**src/rtl/tlb_op_ctrl.sv**
```systemverilog
// TLB maintenance sequencer: issues TLBSRCH/TLBRD/TLBWR/TLBFILL/INVTLB onto
// the TLB ports one command at a time, returns a single-cycle result pulse
// to the CSR unit and keeps the TLBFILL round-robin pointer.
module tlb_op_ctrl #(
  parameter int unsigned TLBNUM = 16,
  parameter int unsigned IDXW   = $clog2(TLBNUM)
) (
  input  logic            clk,
  input  logic            rstn,
  input  logic            cmd_valid,
  output logic            cmd_ready,
  input  logic [2:0]      cmd_op,
  input  logic [4:0]      cmd_invop,
  input  logic [9:0]      cmd_asid,
  input  logic [18:0]     cmd_vppn,
  input  logic [18:0]     csr_vppn,
  input  logic [IDXW-1:0] csr_index,
  input  logic [5:0]      csr_ps,
  input  logic            csr_ne,
  input  logic [9:0]      csr_asid,
  input  logic [26:0]     csr_elo0,
  input  logic [26:0]     csr_elo1,
  input  logic [18:0]     mem_s1_vppn,
  input  logic [9:0]      mem_s1_asid,
  output logic            mem_stall,
  output logic [18:0]     tlb_s1_vppn,
  output logic [9:0]      tlb_s1_asid,
  input  logic            tlb_s1_found,
  input  logic [IDXW-1:0] tlb_s1_index,
  output logic            tlb_invtlb_valid,
  output logic [4:0]      tlb_invtlb_op,
  output logic            tlb_we,
  output logic [IDXW-1:0] tlb_w_index,
  output logic            tlb_w_e,
  output logic [18:0]     tlb_w_vppn,
  output logic [5:0]      tlb_w_ps,
  output logic [9:0]      tlb_w_asid,
  output logic            tlb_w_g,
  output logic [26:0]     tlb_w_elo0,
  output logic [26:0]     tlb_w_elo1,
  output logic [IDXW-1:0] tlb_r_index,
  input  logic            tlb_r_e,
  input  logic [18:0]     tlb_r_vppn,
  input  logic [5:0]      tlb_r_ps,
  input  logic [9:0]      tlb_r_asid,
  input  logic [26:0]     tlb_r_elo0,
  input  logic [26:0]     tlb_r_elo1,
  output logic            res_valid,
  output logic [2:0]      res_op,
  output logic            res_ne,
  output logic [IDXW-1:0] res_index,
  output logic [18:0]     res_vppn,
  output logic [5:0]      res_ps,
  output logic [9:0]      res_asid,
  output logic [26:0]     res_elo0,
  output logic [26:0]     res_elo1,
  output logic            res_err
);

  localparam logic [2:0] OP_SRCH = 3'd0;
  localparam logic [2:0] OP_RD   = 3'd1;
  localparam logic [2:0] OP_WR   = 3'd2;
  localparam logic [2:0] OP_FILL = 3'd3;
  localparam logic [2:0] OP_INV  = 3'd4;

  // ELO packing {ppn[19:0], g, mat[1:0], plv[1:0], d, v}: G is bit 6
  localparam int unsigned ELO_G = 6;

  localparam logic [IDXW-1:0] FILL_LAST = IDXW'(TLBNUM - 1);

  typedef enum logic [2:0] {
    S_IDLE, S_SRCH, S_RD, S_WR, S_INV, S_DONE
  } state_t;

  state_t          state_q;
  logic [IDXW-1:0] fill_ptr_q;

  // Command and CSR snapshot taken at accept
  logic [2:0]      op_q;
  logic [4:0]      invop_q;
  logic [9:0]      cmd_asid_q;
  logic [18:0]     cmd_vppn_q;
  logic [18:0]     vppn_q;
  logic [IDXW-1:0] index_q;
  logic [5:0]      ps_q;
  logic            ne_q;
  logic [9:0]      asid_q;
  logic [26:0]     elo0_q;
  logic [26:0]     elo1_q;

  logic            we_q;
  logic            inv_q;

  logic            res_valid_q;
  logic [2:0]      res_op_q;
  logic            res_ne_q;
  logic [IDXW-1:0] res_index_q;
  logic [18:0]     res_vppn_q;
  logic [5:0]      res_ps_q;
  logic [9:0]      res_asid_q;
  logic [26:0]     res_elo0_q;
  logic [26:0]     res_elo1_q;
  logic            res_err_q;

  logic [IDXW-1:0] fill_ptr_d;

  // Round-robin fill pointer successor, wraps at TLBNUM-1
  always_comb begin
    fill_ptr_d = fill_ptr_q + 1'b1;
    if (fill_ptr_q == FILL_LAST) fill_ptr_d = '0;
  end

  // Control FSM: command accept, per-op single cycle, result pulse
  always_ff @(posedge clk) begin
    if (!rstn) begin
      state_q     <= S_IDLE;
      fill_ptr_q  <= '0;
      op_q        <= '0;
      invop_q     <= '0;
      cmd_asid_q  <= '0;
      cmd_vppn_q  <= '0;
      vppn_q      <= '0;
      index_q     <= '0;
      ps_q        <= '0;
      ne_q        <= 1'b0;
      asid_q      <= '0;
      elo0_q      <= '0;
      elo1_q      <= '0;
      we_q        <= 1'b0;
      inv_q       <= 1'b0;
      res_valid_q <= 1'b0;
      res_op_q    <= '0;
      res_ne_q    <= 1'b0;
      res_index_q <= '0;
      res_vppn_q  <= '0;
      res_ps_q    <= '0;
      res_asid_q  <= '0;
      res_elo0_q  <= '0;
      res_elo1_q  <= '0;
      res_err_q   <= 1'b0;
    end else begin
      we_q        <= 1'b0;
      inv_q       <= 1'b0;
      res_valid_q <= 1'b0;
      unique case (state_q)
        S_IDLE: begin
          if (cmd_valid) begin
            op_q       <= cmd_op;
            invop_q    <= cmd_invop;
            cmd_asid_q <= cmd_asid;
            cmd_vppn_q <= cmd_vppn;
            vppn_q     <= csr_vppn;
            index_q    <= csr_index;
            ps_q       <= csr_ps;
            ne_q       <= csr_ne;
            asid_q     <= csr_asid;
            elo0_q     <= csr_elo0;
            elo1_q     <= csr_elo1;
            res_err_q  <= 1'b0;
            case (cmd_op)
              OP_SRCH: state_q <= S_SRCH;
              OP_RD:   state_q <= S_RD;
              OP_WR, OP_FILL: begin
                state_q <= S_WR;
                we_q    <= 1'b1;
              end
              OP_INV: begin
                state_q <= S_INV;
                inv_q   <= (cmd_invop <= 5'd6);
              end
              default: begin
                // Illegal op: no TLB access, result pulse on the next cycle
                state_q     <= S_DONE;
                res_valid_q <= 1'b1;
                res_op_q    <= cmd_op;
                res_err_q   <= 1'b1;
              end
            endcase
          end
        end
        S_SRCH: begin
          res_ne_q    <= ~tlb_s1_found;
          res_index_q <= tlb_s1_found ? tlb_s1_index : '0;
          res_op_q    <= op_q;
          res_valid_q <= 1'b1;
          state_q     <= S_DONE;
        end
        S_RD: begin
          res_ne_q    <= ~tlb_r_e;
          res_vppn_q  <= tlb_r_e ? tlb_r_vppn : '0;
          res_ps_q    <= tlb_r_e ? tlb_r_ps   : '0;
          res_asid_q  <= tlb_r_e ? tlb_r_asid : '0;
          res_elo0_q  <= tlb_r_e ? tlb_r_elo0 : '0;
          res_elo1_q  <= tlb_r_e ? tlb_r_elo1 : '0;
          res_op_q    <= op_q;
          res_valid_q <= 1'b1;
          state_q     <= S_DONE;
        end
        S_WR: begin
          if (op_q == OP_FILL) fill_ptr_q <= fill_ptr_d;
          res_op_q    <= op_q;
          res_valid_q <= 1'b1;
          state_q     <= S_DONE;
        end
        S_INV: begin
          if (invop_q > 5'd6) res_err_q <= 1'b1;
          res_op_q    <= op_q;
          res_valid_q <= 1'b1;
          state_q     <= S_DONE;
        end
        S_DONE: state_q <= S_IDLE;
        default: state_q <= S_IDLE;
      endcase
    end
  end

  // Port 1 is borrowed from the load/store path during search and invalidate
  always_comb begin
    mem_stall   = 1'b0;
    tlb_s1_vppn = mem_s1_vppn;
    tlb_s1_asid = mem_s1_asid;
    if (state_q == S_SRCH) begin
      mem_stall   = 1'b1;
      tlb_s1_vppn = vppn_q;
      tlb_s1_asid = asid_q;
    end else if (state_q == S_INV) begin
      mem_stall   = 1'b1;
      tlb_s1_vppn = cmd_vppn_q;
      tlb_s1_asid = cmd_asid_q;
    end
  end

  assign cmd_ready        = (state_q == S_IDLE);
  assign tlb_invtlb_valid = inv_q;
  assign tlb_invtlb_op    = invop_q;
  assign tlb_we           = we_q;
  assign tlb_w_index      = (op_q == OP_FILL) ? fill_ptr_q : index_q;
  assign tlb_w_e          = ~ne_q;
  assign tlb_w_vppn       = vppn_q;
  assign tlb_w_ps         = ps_q;
  assign tlb_w_asid       = asid_q;
  assign tlb_w_g          = elo0_q[ELO_G] & elo1_q[ELO_G];
  assign tlb_w_elo0       = elo0_q;
  assign tlb_w_elo1       = elo1_q;
  assign tlb_r_index      = index_q;

  assign res_valid = res_valid_q;
  assign res_op    = res_op_q;
  assign res_ne    = res_ne_q;
  assign res_index = res_index_q;
  assign res_vppn  = res_vppn_q;
  assign res_ps    = res_ps_q;
  assign res_asid  = res_asid_q;
  assign res_elo0  = res_elo0_q;
  assign res_elo1  = res_elo1_q;
  assign res_err   = res_err_q;

endmodule

```
**config.mk**
```make
export PLATFORM = sky130hd
export DESIGN_NAME = tlb_op_ctrl
export DESIGN_NICKNAME = d
export VERILOG_FILES = /design/src/rtl/tlb_op_ctrl.sv
export SDC_FILE = /design/constraint.sdc
export NUM_CORES = 1
export LEC_CHECK = 0
export CORE_AREA = 2 2 193 195
export CTS_CLUSTER_DIAMETER = 150
export DETAILED_ROUTE_END_ITERATION = 8
export DIE_AREA = 0 0 195 197
export MAX_ROUTING_LAYER = met4
export PLACE_DENSITY = 0.69
export RECOVER_POWER = 100
export SKIP_LAST_GASP = 1
export SLEW_MARGIN = 20
export SYNTH_ARGS = -nofsm -noshare
export SYNTH_HDL_FRONTEND = slang
export SYNTH_SLANG_ARGS = --single-unit
```
**constraint.sdc**
```tcl
create_clock -name clk -period 1.7 [get_ports clk]
set_input_delay 0.51 -clock clk [delete_from_list [all_inputs] [get_ports clk]]
set_output_delay 0.51 -clock clk [all_outputs]
set_load 0.02 [all_outputs]
```
==> metrics.cfg <==
[synthesis]
postSynthCellCount=1161
synth_top_cell_area_share=0.483
async_flop_share=0
synth_area_leaders=dfxtp_1, nand2_1, a21boi_0
syn_area_um2=9900
synth_nets=1420
syn_avg_cell_area_um2=8.53
ys.flop_type=dfxtp_1
synth_edf_count=0
yosys.area.top_type=dfxtp_1
ys_types=46
ys_seq_area_frac=0.483
yosys_register_bits=239
ys_warn_count=0

[layout]
multi_input_area_um2=4880
fill_cells=3361
fin_util=0.477
final-seq-area_um2=4810
final_cell_area_um2=17300
fin_nets=1960
drive_above_1_share=0.329
areaGrowthSynthToFinish_pct=74.9

[critical_path]
start_kind=flop
reg2reg_from=state_q[0]$_SDFFE_PN0P_
crit_fanout=30
crit_start=state_q[0]$_SDFFE_PN0P_
crit_type=flop to output port
path_cells=nor3b_4, buf_4, nor2_2, buf_12, nand2_1, nand2_2, buf_2
critPathTopFamily=buffers and inverters
cp_data_arrival_time_ps=1860
slowest_delay_ps=360
crit_slowest_cell=dfxtp_4
cp_num_buf_inv=3
end_kind=output port
critPathRequiredTime_ps=1190

[timing]
finalHoldViolCount=0
rsz0062_at_grt=yes
fin_crit_sh=1.40
setup_viol=258
slew_headroom=0.767
period_minus_slack_ps=2370
tightestPinTransition_ps=348
finalMaxSlewViolations=0
post-route-worst-setup-slack_ps=-672
max_freq_ghz=0.422
fin_skew_ps=8.72

[hold_path]
worst_hold_path_type=primary input to flop
worstHoldStart=rstn

[route]
num_vias=10086
first_pass_iters=5
ant_nets=0
wire_per_inst_um=17.2
wl_um=37700
drcViolationCount=0
first_iter_violations=260
via_per_inst=4.61

[global_route]
globalRouteTotalUtil=0.190
grt_overflow=0
grt_max_degree=82
grt_antenna_before_repair=1
grt_pass1_wl_um=56400
grt_pass1_vias=10252

[placed_design]
numPortBuffers=493
place.gp.congestion=0.817
place.detailed.hpwl_um=26500
post_dp_cell_area_um2=16000

[pwr]
power_frac_comb=0.332
total_power_mw=19.0
p_int_mw=13.0
leakage_nw=6.70
ir_worst_vdd_v=0.000825
p_sw_frac=0.316
p_seq_frac=0.338
powerDensity_nw_per_um2=1100
p_sw_mw=6.00
clkPwrFrac=0.330

[clock_network]
clockRootBuffer=clkbuf_16
cts_made_buffers=28
path_clk_slew_ps=60
cts_sinks=239
cts_tree=built
clockBufferDepth=3
cts_htree_levels=1
clock_latency_ps=540

[floorplanning]
die-area_um2=38400
ioPinCount=494
rows=70
fp.dieW_um=195
core-area_um2=36300
die_h_um=197
start_util=0.273

[outcome]
outcome=finished with violations
failed_checks=setup timing

[job]
drv_cap=0

## area by class of cell
cell class | instances | area share
repair buffers | 605 | 0.350
multi-input cells | 823 | 0.282
flip-flops and latches | 239 | 0.278
clock buffers | 39 | 0.0458
well taps | 468 | 0.0338
clock inverters | 11 | 0.00968
inverters | 4 | 0.00101
diodes | 1 | 0.000145
## per-layer routing
metal / GRT usage / share of wire
met2: 0.322 / 0.48
met1: 0.215 / 0.40
met3: 0.0542 / 0.087
met4: 0.0645 / 0.031
met5: - / 0
## cells in the mapped netlist (4+ instances only)
master,number
mux2i_1,4
a22oi_1,29
a21boi_1,38
o21ai_0,6
nand3_1,93
and2_1,4
clkbuf_1,68
buf_8,4
nand2_2,40
mux2_2,4
a21boi_2,40
nor2_1,7
a21boi_0,146
dfxtp_1,239
nand2_1,378
buf_2,10
buf_4,7
a21oi_1,6
## path summary, 6_finish.rpt
kind,slack [ps],cells past startpoint,end
min,290,2,tlb_w_ps[1]$_SDFFE_PN0P_
max,-670,7,tlb_s1_asid[7]
max reg2reg,-310,11,cmd_vppn_q[0]$_SDFFE_PN0P_
min reg2reg,450,2,tlb_w_elo0[9]$_SDFFE_PN0P_
## repair_timing
item | CTS | global route
hold buffers | 0 | 0
buffers inserted | 7 | 15
gates resized for setup | 907 | 94
cloned | 7 | 5
pin swaps | 4 | 22
endpoints found under the setup margin | 345 | 310
## power by group through the flow
stage          Clock, mW  Combinational [mW]  Sequential, mW
2_1_floorplan          0                2.52            6.94
4_1_cts             6.48                5.91            6.42
3_3_place_gp           0                5.76            6.53
3_5_place_dp           0                5.82            6.53
5_1_grt             6.70                6.75            6.49
6_report            6.28                6.31            6.42
## per-stage QoR
stage                     hold slack, ps  instances  setup TNS (ps)  worst slack, ps
after detailed placement             447       2109          -74510             -555
final                                290       2190          -63260             -672
after global placement               441       2109          -70290             -539
after global routing                 263       2190          -89170             -779
after floorplan                      435       1161            -602            -20.8
after CTS                            247       2173          -41720             -707
## sequential cells by signal, summed over array words and instances (netlist names), 4 cells and up
register       count
cmd_vppn_q        19
tlb_w_elo1        27
res_asid          10
tlb_w_vppn        19
res_ps             6
res_elo1          27
res_index          4
tlb_invtlb_op      5
res_vppn          19
cmd_asid_q        10
res_elo0          27
fill_ptr_q         4
tlb_r_index        4
tlb_w_elo0        27
tlb_w_asid        10
tlb_w_ps           6
## cells by family after synthesis
family,share of synthesized area
simple gates,0.234
compound gates,0.221
flops,0.483
buf+inv,0.0499
mux,0.00859
xor+xnor,0.00177
fa+ha+maj,0.00126
## worst register-to-register path, stage by stage (launching register included)
cell	delay (ps)
dfxtp_4	360
buf_4	130
buf_6	110
or3_4	380
inv_4	70
buf_6	90
and2_4	200
buf_12	130
buf_16	140
clkbuf_16	170
nand2_2	60
a21boi_2	110
## layout by cell type, fill, tap and decap left out, types with 4 or more instances in the layout
cell type	count
a21boi_0	104
a21boi_1	67
a21boi_2	53
a21oi_1	6
a22oi_1	28
buf_12	28
buf_16	6
buf_2	101
buf_4	62
buf_6	28
bufinv_16	4
clkbuf_1	7
clkbuf_16	34
clkdlybuf4s15_2	116
clkdlybuf4s50_1	255
clkinv_2	4
dfxtp_1	222
dfxtp_2	14
mux2_2	4
mux2i_1	4
nand2_1	331
nand2_2	75
nand2_4	12
nand3_1	93
nor2_1	6
o21ai_0	6
No activity file was read; power rests on OpenSTA's default activity.
